--- src/rtl/sdr_chk_pkg.sv ---
// Shared types for the SDRAM command-pin timing checker: command decode,
// error codes and the per-bank state encoding.
package sdr_chk_pkg;

  typedef enum logic [2:0] {
    CMD_NOP,
    CMD_ACT,
    CMD_RD,
    CMD_WR,
    CMD_PRE,
    CMD_REF,
    CMD_MRS,
    CMD_BST
  } sdr_cmd_t;

  typedef enum logic [3:0] {
    ERR_NONE     = 4'd0,
    ERR_TRFC     = 4'd1,
    ERR_REF_OPEN = 4'd2,
    ERR_ACT_OPEN = 4'd3,
    ERR_TRP      = 4'd4,
    ERR_RW_IDLE  = 4'd5,
    ERR_TRCD     = 4'd6,
    ERR_TRAS     = 4'd7,
    ERR_TWR      = 4'd8
  } err_code_t;

  typedef enum logic {
    BANK_IDLE,
    BANK_ACTIVE
  } bank_state_t;

  // Deselected chip (cs_n=1) is treated exactly like an explicit NOP.
  function automatic sdr_cmd_t sdr_cmd_decode(input logic cs_n,
                                              input logic ras_n,
                                              input logic cas_n,
                                              input logic we_n);
    sdr_cmd_t cmd;
    cmd = CMD_NOP;
    if (!cs_n) begin
      case ({ras_n, cas_n, we_n})
        3'b011:  cmd = CMD_ACT;
        3'b101:  cmd = CMD_RD;
        3'b100:  cmd = CMD_WR;
        3'b010:  cmd = CMD_PRE;
        3'b001:  cmd = CMD_REF;
        3'b000:  cmd = CMD_MRS;
        3'b110:  cmd = CMD_BST;
        default: cmd = CMD_NOP;
      endcase
    end
    return cmd;
  endfunction

endpackage

--- src/rtl/sdr_chk_bank.sv ---
// One tracked SDRAM bank: IDLE/ACTIVE state, elapsed-cycle counters since the
// last ACT, PRE and WR, and the per-bank violation flags for the current command.
module sdr_chk_bank
  import sdr_chk_pkg::*;
#(
  parameter int CNT_W = 4
) (
  input  logic             clk,
  input  logic             rst_n,
  input  sdr_cmd_t         cmd,
  input  logic             hit,
  input  logic [CNT_W-1:0] cfg_trcd,
  input  logic [CNT_W-1:0] cfg_trp,
  input  logic [CNT_W-1:0] cfg_tras,
  input  logic [CNT_W-1:0] cfg_twr,
  output logic             bank_open,
  output logic             v_act_open,
  output logic             v_trp,
  output logic             v_rw_idle,
  output logic             v_trcd,
  output logic             v_tras,
  output logic             v_twr
);

  localparam logic [CNT_W-1:0] CNT_ONE = {{(CNT_W-1){1'b0}}, 1'b1};

  bank_state_t      state_q, state_d;
  logic [CNT_W-1:0] c_act_q, c_act_d;
  logic [CNT_W-1:0] c_pre_q, c_pre_d;
  logic [CNT_W-1:0] c_wr_q,  c_wr_d;
  logic             act_hit, rw_hit, pre_hit, wr_hit, is_active;

  // An event restarts the count at 1 so the value seen by a later command is
  // the number of cycles elapsed; idle counters saturate at all-ones.
  function automatic logic [CNT_W-1:0] cnt_step(input logic [CNT_W-1:0] c,
                                                input logic             load);
    logic [CNT_W-1:0] n;
    if (load)      n = CNT_ONE;
    else if (&c)   n = c;
    else           n = c + CNT_ONE;
    return n;
  endfunction

  assign is_active = (state_q == BANK_ACTIVE);
  assign act_hit   = hit && (cmd == CMD_ACT);
  assign rw_hit    = hit && ((cmd == CMD_RD) || (cmd == CMD_WR));
  assign pre_hit   = hit && (cmd == CMD_PRE);
  assign wr_hit    = hit && (cmd == CMD_WR);

  always_comb begin
    state_d = state_q;
    if (act_hit)      state_d = BANK_ACTIVE;
    else if (pre_hit) state_d = BANK_IDLE;
    c_act_d = cnt_step(c_act_q, act_hit);
    c_pre_d = cnt_step(c_pre_q, pre_hit);
    c_wr_d  = cnt_step(c_wr_q,  wr_hit);
  end

  always_ff @(posedge clk or negedge rst_n) begin
    if (!rst_n) begin
      state_q <= BANK_IDLE;
      c_act_q <= '1;
      c_pre_q <= '1;
      c_wr_q  <= '1;
    end else begin
      state_q <= state_d;
      c_act_q <= c_act_d;
      c_pre_q <= c_pre_d;
      c_wr_q  <= c_wr_d;
    end
  end

  assign bank_open  = is_active;
  assign v_act_open = act_hit && is_active;
  assign v_trp      = act_hit && (c_pre_q < cfg_trp);
  assign v_rw_idle  = rw_hit && !is_active;
  assign v_trcd     = rw_hit && (c_act_q < cfg_trcd);
  assign v_tras     = pre_hit && is_active && (c_act_q < cfg_tras);
  assign v_twr      = pre_hit && is_active && (c_wr_q < cfg_twr);

endmodule

--- config.mk ---
export PLATFORM = sky130hd
export DESIGN_NAME = sdr_chk_bank
export DESIGN_NICKNAME = d
export VERILOG_FILES = /design/src/rtl/sdr_chk_pkg.sv /design/src/rtl/sdr_chk_bank.sv
export SDC_FILE = /design/constraint.sdc
export NUM_CORES = 1
export LEC_CHECK = 0
export ABC_AREA = 1
export CAP_MARGIN = 20
export CELL_PAD_IN_SITES_DETAIL_PLACEMENT = 1
export CELL_PAD_IN_SITES_GLOBAL_PLACEMENT = 2
export CORE_AREA = 2 2 65 67
export DETAILED_ROUTE_END_ITERATION = 7
export DIE_AREA = 0 0 67 69
export PLACE_DENSITY_LB_ADDON = 0.05
export SKIP_CTS_REPAIR_TIMING = 1
export SLEW_MARGIN = 20
export SYNTH_ARGS = -nofsm -noshare
export SYNTH_HDL_FRONTEND = slang
export SYNTH_SLANG_ARGS = --single-unit
--- constraint.sdc ---
create_clock -name clk -period 2.9 [get_ports clk]
set_clock_uncertainty 0.15 [all_clocks]
set_input_delay 0.58 -clock clk [delete_from_list [all_inputs] [get_ports clk]]
set_output_delay 0.58 -clock clk [all_outputs]
set_load 0.02 [all_outputs]
==> impl_metrics.py <==
metrics = {
    "run_status": {
        "status": "complete, no violations",
    },
    "timing": {
        "post-route-min-period_ps": 2700,
        "fin_crit_sh": 0.931,
        "worst_pin_slew_ps": 614,
        "max_freq_mhz": 370,
        "drv_slew": 0,
        "relSlewSlack": 0.590,
        "setup_violations": 0,
        "final-hold-violation-count": 0,
        "grt_setup_unrepaired": "false",
    },
    "clock_tree": {
        "cts_buffers": 3,
        "clock_latency_ps": 240,
        "cts_root_buf": "clkbuf_8",
        "clock-sinks": 13,
        "htree_levels": 1,
        "clkTransAtPathRegs_ps": 50,
        "cts_tree": "done",
        "cts_buffer_depth": 2,
    },
    "placed_design": {
        "place_hpwl_um": 2400,
        "portBuffers": 28,
        "finalWeightedCongestion": 0.737,
        "dp.cells": 236,
    },
    "worst_setup_path": {
        "cp_max_fo": 2,
        "worstSetupStartpointType": "input port",
        "arrival_ps": 1970,
        "cpPeakStageDelay_ps": 450,
        "end_kind": "primary output",
        "cp_slowest_cell": "clkdlybuf4s50_1",
        "worst_ep_required_time_ps": 2170,
        "worstPathCellList": "clkdlybuf4s50_1 > inv_1 > ha_1 > a21oi_1 > nand3_1 > nor2_1 > dlymetal6s2s_1",
        "path_class": "input port to primary output",
    },
    "logic_synthesis": {
        "ys_ff_latch": 13,
        "syn_nets": 186,
        "synth_area_leader_cell": "dfstp_2",
        "syn_area_per_cell_sq_um": 6.94,
        "synthTopCellsByArea": "dfstp_2, ha_1, nand2_1, inv_1, nor2_1",
        "synth_common_cells": "nand2_1, inv_1, nor2_1",
        "netlist_area_sq_mm": 0.00103,
        "synthCells": 149,
        "yosysWarnings": 0,
        "synth_edf_count": 0,
        "synthArstFlopShare": 1.00,
        "yosysSeqAreaShare": 0.329,
        "yosysUniqueCellTypes": 14,
        "yosys.area.top_type_share": 0.305,
        "dominantRegCellSynth": "dfstp_2",
        "synth.most_common_cell": "nand2_1",
    },
    "hold_path": {
        "hold_path_class": "register to register",
    },
    "drt": {
        "wl_per_cell_um": 11.6,
        "vias": 1078,
        "drt-pass1-iter-count": 4,
        "post-route-drc-count": 0,
        "drtIter0Drc": 17,
        "via_per_inst": 4.49,
        "drt_wl_total_um": 2770,
        "antenna_left": 0,
    },
    "global_route": {
        "busiest_layer": "met2",
        "grt_usage": 0.130,
        "use_met2": 0.221,
        "grt_max_degree": 14,
        "gr-total-overflow": 0,
        "grt_pass1_vias": 1108,
        "grt_pass1_wl_um": 4820,
        "grt_antenna_before_repair": 0,
        "globalRouteMet3Util": 0.0163,
        "met1_usage": 0.171,
    },
    "die": {
        "die_h_um": 69,
        "num_rows": 23,
        "num_io_pins": 29,
        "core_sq_mm": 0.00391,
        "start_util": 0.264,
        "dieArea_sq_mm": 0.00462,
        "dieWidth_um": 67,
    },
    "pwr": {
        "ir_drop_v": 0.000377,
        "p_per_area_mw_per_mm2": 759,
        "finalPower_w": 0.00114,
        "p_leak_nw": 0.860,
    },
    "cells_and_area": {
        "drive_above_1_share": 0.132,
        "fillers": 515,
        "multi_input_area_sq_um": 588,
        "n_antenna_cell": 0,
        "layout.nets": 228,
        "seqCellArea_sq_um": 340,
        "instances_no_fill": 240,
        "syn_to_final_growth_pct": 45.5,
    },
    "flow_run": {
        "drv_cap": 0,
    },
}
==> stage by stage <==
step | setup WS, ps | hold slack, ps | util | instance area [sq um] | TNS, ps
2_1_floorplan | 755 | 134 | - | 1030 | 0
3_3_place_gp | -167 | 350 | 0.369 | 1440 | -558
3_5_place_dp | -193 | 363 | 0.369 | 1440 | -696
4_1_cts | -197 | 372 | 0.380 | 1490 | -728
5_1_grt | 108 | 405 | 0.384 | 1500 | 0
6_report | 199 | 368 | 0.384 | 1500 | 0
==> critical path: cells and delay by family <==
kind	cells	cell delay, ps
and+or+nand+nor	2	190
AOI/OAI and AO/OA	1	190
buffers and inverters	3	710
adders and majority gates	1	300
==> layout make-up <==
class                   instances  share of cell area
clock buffers                   4              0.0300
inverters                      28              0.0699
multi-input cells             108               0.391
flip-flops and latches         13               0.226
repair buffers                 37               0.241
well taps                      50              0.0416
==> final timing paths <==
path	to	cells past startpoint	slack [ps]	startpoint
max	v_twr	7	200	cfg_twr[3]
min	c_pre_q[1]	2	370	c_pre_q[1]
max reg2reg	c_act_q[1]	6	1430	c_act_q[1]
min reg2reg	c_pre_q[1]	2	370	c_pre_q[1]
max in group asynchronous	bank_open	1	1630	rst_n
min in group asynchronous	bank_open	1	580	rst_n
==> cells by family (layout without fill, tap and decap cells) <==
group                    Yosys count  in the layout  synth area share
XOR/XNOR                           1              1           0.00848
AO/OA/AOI/OAI                     11             11            0.0533
buffers and inverters             28             69             0.102
AND/OR/NAND/NOR                   81             81             0.326
flip-flops                        13             13             0.329
adder cells (fa/ha/maj)           15             15             0.182
==> flip-flops by register name, summed over array words and instances, names as in the netlist <==
register,cells
c_wr_q,4
c_act_q,4
bank_open,1
c_pre_q,4
==> layer usage <==
| metal | vias to the layer above | share of wire | routed length, um |
|---|---|---|---|
| met4 | 0 | 0.0072 | 20 |
| met1 | 503 | 0.47 | 1320 |
| li1 | 551 | - | - |
| met3 | 2 | 0.043 | 118 |
| met2 | 22 | 0.47 | 1320 |
| met5 | - | 0 | 0 |
==> cells in the final DEF, fill, tap and decap left out, drive strengths merged <==
| cell | count |
|---|---|
| nand3b | 1 |
| xor2 | 1 |
| dfrtp | 1 |
| dfstp | 12 |
| nand2 | 39 |
| clkbuf | 4 |
| nand3 | 13 |
| buf | 9 |
| a21oi | 9 |
| o21ai | 2 |
| ha | 15 |
| dlymetal6s2s | 6 |
| nor2 | 22 |
| clkdlybuf4s50 | 22 |
| nor3 | 4 |
| nand4 | 2 |
| inv | 28 |
==> power by group <==
group	switching, W	internal, W
Combinational	0.000288	0.000240
Clock	0.0000631	0.0000968
Sequential	0.000112	0.000341
Total	0.000463	0.000678
(Power assumes the default switching activity.)
